`config.mk`:
```
export PLATFORM = sky130hd
export DESIGN_NAME = divider_flat
export DESIGN_NICKNAME = d
export VERILOG_FILES = /design/src/rtl/divider_if.sv /design/src/rtl/divider.sv /design/src/flat_wrapper.sv
export SDC_FILE = /design/constraint.sdc
export NUM_CORES = 1
export LEC_CHECK = 0
export ABC_AREA = 1
export ABC_CLOCK_PERIOD_IN_PS = 1600
export BUFFER_PORTS_ARGS = -buffer_cell sky130_fd_sc_hd__buf_2
export CAP_MARGIN = 20
export CELL_PAD_IN_SITES_DETAIL_PLACEMENT = 1
export CELL_PAD_IN_SITES_GLOBAL_PLACEMENT = 1
export CORE_MARGIN = 2
export CORE_UTILIZATION = 37
export DETAILED_ROUTE_END_ITERATION = 12
export PLACE_DENSITY = 0.76
export SLEW_MARGIN = 10
export SYNTH_ARGS = -nofsm -noshare
export SYNTH_HDL_FRONTEND = slang
export SYNTH_SLANG_ARGS = --single-unit
```
`constraint.sdc`:
```
create_clock -name clk -period 1.6 [get_ports clk]
set_input_delay 0.08 -clock clk [delete_from_list [all_inputs] [get_ports clk]]
set_output_delay 0.08 -clock clk [all_outputs]
set_load 0.01 [all_outputs]
```
`src/rtl/divider_if.sv`:
```
// Operand/result bundle for the sequential divider.
//   master : start, dividend, divisor  -> divider
//   slave  : busy, done, quotient, remainder, div_by_zero, overflow <- divider
interface divider_if #(
  parameter int unsigned W = 4
);
  logic           start;
  logic [2*W-1:0] dividend;
  logic [W-1:0]   divisor;
  logic           busy;
  logic           done;
  logic [W-1:0]   quotient;
  logic [W-1:0]   remainder;
  logic           div_by_zero;
  logic           overflow;

  modport master (
    output start, dividend, divisor,
    input  busy, done, quotient, remainder, div_by_zero, overflow
  );

  modport slave (
    input  start, dividend, divisor,
    output busy, done, quotient, remainder, div_by_zero, overflow
  );
endinterface

```
`src/rtl/divider.sv`:
```
// Sequential restoring divider: 2W-bit dividend / W-bit divisor, one quotient
// bit per clock, start/done handshake.
// Ports:
//   clk   - rising-edge clock
//   rst_n - asynchronous active-low reset
//   bus   - divider_if.slave: start/dividend/divisor in;
//           busy/done/quotient/remainder/div_by_zero/overflow out (registered)
// Optional feature macro: DIVIDER_ERR_CHECK_EN enables divide-by-zero and
// overflow detection with an early exit to DONE; otherwise both flags are 0.
module divider #(
  parameter int unsigned W = 4
) (
  input  logic     clk,
  input  logic     rst_n,
  divider_if.slave bus
);

  localparam int unsigned CW = (W > 1) ? $clog2(W) : 1;

  typedef enum logic [1:0] {IDLE, CALC, DONE} state_t;

  state_t         r_state;
  logic [W:0]     r_rem;        // partial remainder, one guard bit
  logic [W-1:0]   r_d;          // low dividend bits still to shift in
  logic [W-1:0]   r_divisor;
  logic [CW-1:0]  r_cnt;
  logic           r_busy;
  logic           r_done;
  logic [W-1:0]   r_quot;
  logic [W-1:0]   r_remainder;
`ifdef DIVIDER_ERR_CHECK_EN
  logic           r_dz;
  logic           r_ov;
`endif

  logic [W:0]     w_t;
  logic           w_ge;
  logic [W:0]     w_diff;
  logic [W:0]     w_next_rem;
  logic [W-1:0]   w_hi;
  logic [W-1:0]   w_lo;

  // One restoring step: bring in the next dividend bit, subtract if it fits.
  assign w_t        = {r_rem[W-1:0], r_d[W-1]};
  assign w_ge       = (w_t >= {1'b0, r_divisor});
  assign w_diff     = w_t - {1'b0, r_divisor};
  assign w_next_rem = w_ge ? w_diff : w_t;

  assign w_hi = bus.dividend[2*W-1:W];
  assign w_lo = bus.dividend[W-1:0];

  // Control, datapath and registered outputs.
  always_ff @(posedge clk or negedge rst_n) begin
    if (!rst_n) begin
      r_state     <= IDLE;
      r_rem       <= '0;
      r_d         <= '0;
      r_divisor   <= '0;
      r_cnt       <= '0;
      r_busy      <= 1'b0;
      r_done      <= 1'b0;
      r_quot      <= '0;
      r_remainder <= '0;
`ifdef DIVIDER_ERR_CHECK_EN
      r_dz        <= 1'b0;
      r_ov        <= 1'b0;
`endif
    end else begin
      case (r_state)
        IDLE, DONE: begin
          r_done <= 1'b0;
          if (bus.start) begin
            r_divisor   <= bus.divisor;
            r_rem       <= {1'b0, w_hi};
            r_d         <= w_lo;
            r_cnt       <= CW'(W - 1);
            r_quot      <= '0;
            r_remainder <= '0;
`ifdef DIVIDER_ERR_CHECK_EN
            r_dz        <= 1'b0;
            r_ov        <= 1'b0;
            if (bus.divisor == '0) begin
              r_state     <= DONE;
              r_done      <= 1'b1;
              r_dz        <= 1'b1;
              r_quot      <= '1;
              r_remainder <= w_lo;
            end else if (w_hi >= bus.divisor) begin
              // Quotient would not fit in W bits.
              r_state     <= DONE;
              r_done      <= 1'b1;
              r_ov        <= 1'b1;
              r_quot      <= '1;
            end else begin
              r_state <= CALC;
              r_busy  <= 1'b1;
            end
`else
            r_state <= CALC;
            r_busy  <= 1'b1;
`endif
          end else begin
            r_state <= IDLE;
          end
        end

        CALC: begin
          r_rem  <= w_next_rem;
          r_d    <= r_d << 1;
          r_quot <= (r_quot << 1) | W'(w_ge);
          if (r_cnt == '0) begin
            r_state     <= DONE;
            r_busy      <= 1'b0;
            r_done      <= 1'b1;
            r_remainder <= w_next_rem[W-1:0];
          end else begin
            r_cnt <= r_cnt - 1'b1;
          end
        end

        default: begin
          r_state <= IDLE;
          r_busy  <= 1'b0;
          r_done  <= 1'b0;
        end
      endcase
    end
  end

  assign bus.busy      = r_busy;
  assign bus.done      = r_done;
  assign bus.quotient  = r_quot;
  assign bus.remainder = r_remainder;
`ifdef DIVIDER_ERR_CHECK_EN
  assign bus.div_by_zero = r_dz;
  assign bus.overflow    = r_ov;
`else
  assign bus.div_by_zero = 1'b0;
  assign bus.overflow    = 1'b0;
`endif

endmodule
```
`src/flat_wrapper.sv`:
```
// flat-port wrapper written by rule: the top's interface ports become plain ports
module divider_flat 
#(
  parameter int unsigned W = 4
)
  (clk, rst_n, bus_start, bus_dividend, bus_divisor, bus_busy, bus_done, bus_quotient, bus_remainder, bus_div_by_zero, bus_overflow);
  divider_if #(.W(W)) bus_i ();
  input  logic clk;
  input  logic rst_n;
  input wire logic [$bits(bus_i.start)-1:0] bus_start;
  input wire logic [$bits(bus_i.dividend)-1:0] bus_dividend;
  input wire logic [$bits(bus_i.divisor)-1:0] bus_divisor;
  output wire logic [$bits(bus_i.busy)-1:0] bus_busy;
  output wire logic [$bits(bus_i.done)-1:0] bus_done;
  output wire logic [$bits(bus_i.quotient)-1:0] bus_quotient;
  output wire logic [$bits(bus_i.remainder)-1:0] bus_remainder;
  output wire logic [$bits(bus_i.div_by_zero)-1:0] bus_div_by_zero;
  output wire logic [$bits(bus_i.overflow)-1:0] bus_overflow;
  assign bus_i.start = bus_start;
  assign bus_i.dividend = bus_dividend;
  assign bus_i.divisor = bus_divisor;
  assign bus_busy = bus_i.busy;
  assign bus_done = bus_i.done;
  assign bus_quotient = bus_i.quotient;
  assign bus_remainder = bus_i.remainder;
  assign bus_div_by_zero = bus_i.div_by_zero;
  assign bus_overflow = bus_i.overflow;
  divider #(.W(W)) u_core (.clk(clk), .rst_n(rst_n), .bus(bus_i));
endmodule
```
---- Word-level counts from Yosys, hierarchy flattened ----
Index checks and enable logic that the tools add are counted.
word-level totals
  bits in registers ....................... 26
  bits in latches ......................... 0
  memory bits (writable) .................. 0
  memory bits (read-only) ................. 0
  output and inout bits ................... 12
  logic and storage cells ................. 47
  memories ................................ 0
operators by class
  add/subtract/negate cells ............... 2
  multiply operators ...................... 0
  div/mod/pow operators ................... 0
  order comparisons ....................... 1
  equal/unequal tests ..................... 5
  shift-type cells ........................ 0
  mux-type cells .......................... 20
  bitwise gates (word level) .............. 1
  reductions and logical operators ........ 9
operators with widths
  cell                                                   count
  case mux 4 bit (2 select lines)                        4
  2-to-1 mux 4 bit                                       5
  case mux 2 bit (2 select lines)                        2
  2-to-1 mux 2 bit                                       3
  AND reduction 2 bit                                    3
  AND reduction 3 bit                                    2
  greater-or-equal comparator 5 x 4 -> 1 bit             1
  2-to-1 mux 1 bit                                       5
  logical NOT 2 bit                                      2
  inequality test 2 bit, second input constant           2
  OR 4 x 1 -> 4 bit                                      1
  subtractor 4 bit                                       1
  == test 2 x 1 -> 1 bit, second input constant          1
  == test 2 bit, second input constant                   1
  inequality test 2 x 1 -> 1 bit, second input constant  1
  case mux 1 bit (2 select lines)                        1
  nonzero test 2 bit                                     1
  OR reduction 2 bit                                     1
  subtractor 2 x 1 -> 2 bit, second input constant       1

---- Longest topological paths before layout ----
  depth after elaboration ................. 4
  gate-level depth with buffers ........... 11
  mapped depth without buffers ............ 11

---- Worst setup path after synthesis ----
Ideal clock, no wire load.
  kind .................................... register -> register
  start ................................... register u_core.r_d[3]
  end ..................................... register u_core.r_remainder[2] (netlist: u_core.bus.remainder[2])
  library setup time ...................... 126 ps
  data arrival time ....................... 1442 ps
  required time ........................... 1474 ps
  setup slack ............................. 33 ps
  stages on the path, launching flop included .. 9
  path buffers ............................ 0
  period minus slack after synthesis ...... 1567 ps
  cell sequence ........................... dfrtp_1 -> inv_1 -> ha_1 -> inv_1 -> fa_1 -> xnor2_1 -> nand2_2 -> nand3_2 -> o21ai_1
between the ends
  longest elaborated chain between the ends .. 4
  elaborated cells on any way between the ends .. 5
  those cells by class .................... 1 x add/sub; 1 x order compare; 3 x mux
RTL lines
  item                                                                                   line                          source
  start: declaration                                                                     divider.sv:24                 logic [W-1:0] r_d;
  start signal: assignment                                                               divider.sv:75                 r_d <= w_lo;
  start signal: assignment                                                               divider.sv:109                r_d <= r_d << 1;
  subtractor 4 bit / greater-or-equal comparator 5 x 4 -> 1 bit (equally long branches)  divider.sv:46, divider.sv:45
  2-to-1 mux 4 bit (*)                                                                   divider.sv:47                 assign w_next_rem = w_ge ? w_diff : w_t;
  2-to-1 mux 4 bit (*)                                                                   divider.sv:111                if (r_cnt == '0) begin
  case mux 4 bit (2 select lines) (*)                                                    divider.sv:69                 case (r_state)
  end signal: assignment                                                                 divider.sv:115                r_remainder <= w_next_rem[W-1:0];
  end: declaration                                                                       divider.sv:30                 logic [W-1:0] r_remainder;
Every way passes the cells marked *; elsewhere a longest branch is shown, timed or not. The select of a mux whose other input is x is not followed.
A chain may end at the register's enable or synchronous reset.

---- Final worst setup path ----
  start ................................... register u_core.r_rem[1]
  end ..................................... register u_core.r_rem[0]
between the ends
  longest elaborated chain between the ends .. 3
RTL lines
  item                                        line            source
  start: declaration                          divider.sv:23   logic [W:0] r_rem;
  start signal: assignment                    divider.sv:74   r_rem <= {1'b0, w_hi};
  start signal: assignment                    divider.sv:108  r_rem <= w_next_rem;
  greater-or-equal comparator 5 x 4 -> 1 bit  divider.sv:45   assign w_ge = (w_t >= {1'b0, r_divisor});
  2-to-1 mux 4 bit                            divider.sv:47
  case mux 4 bit (2 select lines)             divider.sv:69
No other way between the ends.

==> flow_metrics.env <==
export IMPL_status="finished, final reports clean"
export IMPL_cts_buffers=3
export IMPL_numClockSinks=25
export IMPL_ant_nets=0
export IMPL_antenna_cells=0
export IMPL_first_pass_iters=4
export IMPL_gp_congestion=0.731
export IMPL_clock_skew_ps=4.91
export IMPL_grt_pass1_wl_um=5220
export IMPL_slew_violations=0
export IMPL_syn_area_sq_um=1360
export IMPL_vias=1081
export IMPL_fp_dieH_um=64.5
export IMPL_ff2ff_setup_slack_ps=50
export IMPL_fin_crit_sh_pct=96.7
export IMPL_yosysSeqAreaShare_pct=46.2
export IMPL_drc=0
export IMPL_hold_class="in2reg"
export IMPL_port_buffers=24
export IMPL_grt_overflow_total=0
export IMPL_final_cells=228
export IMPL_cellPowerDensity_nw_per_um2=2440
export IMPL_rows=21
export IMPL_timing_setup_tns_ps=0
export IMPL_final_area_sq_um=1700
export IMPL_initial_core_util_pct=39.7
export IMPL_htreeDepth=1
export IMPL_path_clk_slew_ps=140
export IMPL_worstPathMaxFanout=5
export IMPL_routed_wl_um=3040
export IMPL_clk_path_buf_depth=2
export IMPL_syn_inst=145
export IMPL_setup_ws_ps=52.4
export IMPL_io_pins=27
export IMPL_drt_vias_per_instance=4.74
export IMPL_dp_hpwl_um=2310
export IMPL_dp_slack_ps=-9.88
export IMPL_cts_tree="done"
export IMPL_antenna_found_initial=0
export IMPL_coreArea_sq_um=3420
export IMPL_die_area_sq_um=4160
export IMPL_clock_latency_ps=320
export IMPL_syn2layout_area_growth_pct=25.5
export IMPL_drt_iter0_drc=31
export IMPL_drive_gt1_share_pct=39.6
export IMPL_min_period_ps=1550
export IMPL_worst_pin_slew_ps=574
export IMPL_final_setup_viol_count=0
export IMPL_crit_required_ps=1860
export IMPL_startpoint_type="register"
export IMPL_netlist_cell_type_count=26
export IMPL_yosys_register_bits=25
export IMPL_die_w_um=64.5
export IMPL_ctsRootBufferMaster="clkbuf_4"
export IMPL_grtUsageTotal_pct=16.2
export IMPL_fmax_mhz=646
export IMPL_ir_drop_mv=0.850
export IMPL_cp_end_kind="register"
export IMPL_fin_nets=204
export IMPL_drt_wirelength_per_cell_um=13.3
export IMPL_crit_type="reg2reg"
export IMPL_maxCapViolations=0
export IMPL_syn_avg_cell_area_sq_um=9.35
export IMPL_grt_max_degree=26
export IMPL_first_global_vias=1133
export IMPL_rsz0062_at_grt="yes"
export IMPL_arrival_ps=1810
export IMPL_dp_cells=215
export IMPL_place_area_sq_um=1520
export IMPL_relSlewSlack_pct=61.7
export IMPL_yosys_warnings=0
export IMPL_p_leak_uw=0.000845
export IMPL_hold_viol_final=0
==> cells in the mapped netlist (all sizes together) <==
| library cell | instances | share of area [%] |
|---|---|---|
| clkbuf | 1 | 1.0 |
| o22ai | 2 | 0.92 |
| nand3 | 10 | 5.2 |
| inv | 25 | 6.9 |
| nand2 | 29 | 11 |
| xnor2 | 1 | 0.65 |
| buf | 4 | 2.5 |
| a21oi | 7 | 4.0 |
| fa | 1 | 1.5 |
| nor2 | 10 | 3.9 |
| nor3 | 3 | 1.1 |
| clkinv | 1 | 0.28 |
| conb | 1 | 0.28 |
| dfrtp | 25 | 46 |
| ha | 5 | 4.6 |
| a221oi | 3 | 3.3 |
| o21ai | 17 | 6.3 |
==> area by class of cell <==
| type | count | area (sq um) |
|---|---|---|
| clock buffers | 3 | 22.5 |
| clock inverters | 1 | 5.00 |
| fillers | 417 | 1720 |
| inverters | 26 | 97.6 |
| multi-input cells | 90 | 658 |
| flip-flops and latches | 25 | 627 |
| well taps | 46 | 57.6 |
| repair buffers | 37 | 233 |
==> flip-flops by register name (all words and copies together) (netlist names) <==
register / count
u_core.bus.busy: 1
u_core.r_cnt: 2
u_core.r_rem: 4
u_core.r_state: 1
u_core.r_divisor: 4
u_core.bus.done: 1
u_core.r_d: 4
u_core.bus.quotient: 4
u_core.bus.remainder: 4
==> cells in the final DEF, fill, tap and decap left out <==
cell type / Yosys / final
nand3_1: 6 / 6
xnor2_2: 0 / 1
nand3_2: 4 / 3
clkinv_2: 0 / 1
nand2_8: 1 / 2
nand3_4: 0 / 1
a21oi_2: 5 / 4
nand2_2: 6 / 6
nand2_4: 2 / 2
buf_2: 0 / 24
a21oi_1: 2 / 2
dlygate4sd3_1: 0 / 6
o21ai_0: 12 / 12
a221oi_2: 3 / 3
ha_1: 5 / 3
nor2_1: 8 / 8
inv_2: 3 / 7
o21ai_1: 5 / 4
o22ai_1: 2 / 2
inv_1: 22 / 19
ha_4: 0 / 2
buf_4: 3 / 7
o21ai_2: 0 / 1
nor2_4: 2 / 2
nor3_1: 3 / 3
conb_1: 1 / 2
clkbuf_4: 0 / 3
dfrtp_1: 25 / 24
fa_2: 0 / 1
a21oi_4: 0 / 1
dfrtp_2: 0 / 1
nand2_1: 20 / 19
==> per-layer routing <==
layer,track usage [%],share of wire [%]
met1,21.2,45
met2,28.3,52
met3,1.56,1.7
met4,5.05,0.92
met5,0,0
==> power breakdown <==
part	internal, uW	leakage (uW)	switching, uW
Combinational	1150	0.000524	1600
Sequential	938	0.000303	173
Clock	93.7	0.0000177	196
Total	2180	0.000845	1960
==> path summary, 6_finish.rpt <==
kind / from / to / cells past startpoint
min: bus_dividend[3] / u_core.r_d[3] / 3
max reg2reg: u_core.r_rem[1] / u_core.r_rem[0] / 9
max in group asynchronous: rst_n / u_core.r_rem[1] / 2
min reg2reg: u_core.bus.remainder[0] / u_core.bus.remainder[0] / 2
min in group asynchronous: rst_n / u_core.bus.quotient[0] / 2
max: u_core.r_rem[1] / u_core.r_rem[0] / 9
==> per-stage QoR <==
step	hold WS, ps	total power, uW	util (%)
3_5_place_dp	116	3480	44.5
4_1_cts	69.5	3890	47.8
5_1_grt	86.9	4550	49.8
2_1_floorplan	-216	2950	-
6_report	81.7	4150	49.8
3_3_place_gp	99.6	3360	44.5
==> logic make-up (layout without fill, tap and decap cells) <==
group	Yosys count	after routing	synth area share, %
other cells	1	2	0.277
xor+xnor	1	1	0.646
compound gates	29	29	14.5
flops	25	25	46.2
buf+inv	31	67	10.7
simple gates	52	52	21.6
fa+ha+maj	6	6	6.09
==> what timing repair did <==
item | CTS | global route
gates resized for setup | 5 | 11
pin swaps | 2 | 10
cloned | 0 | 0
setup buffers | 0 | 3
endpoints found under the hold margin | 30 | 0
endpoints found under the setup margin | 8 | 8
hold buffers | 6 | 0
==> worst max-delay path: stages, from the launching register on <==
cell     delay [ps]
dfrtp_2         470
ha_4            300
nand2_1          60
inv_2            50
nand2_2          40
nand2_2          80
nand2_4          90
nand3_1         150
nand3_4         100
a21oi_2         140
Power figures use the tool's default switching activity.
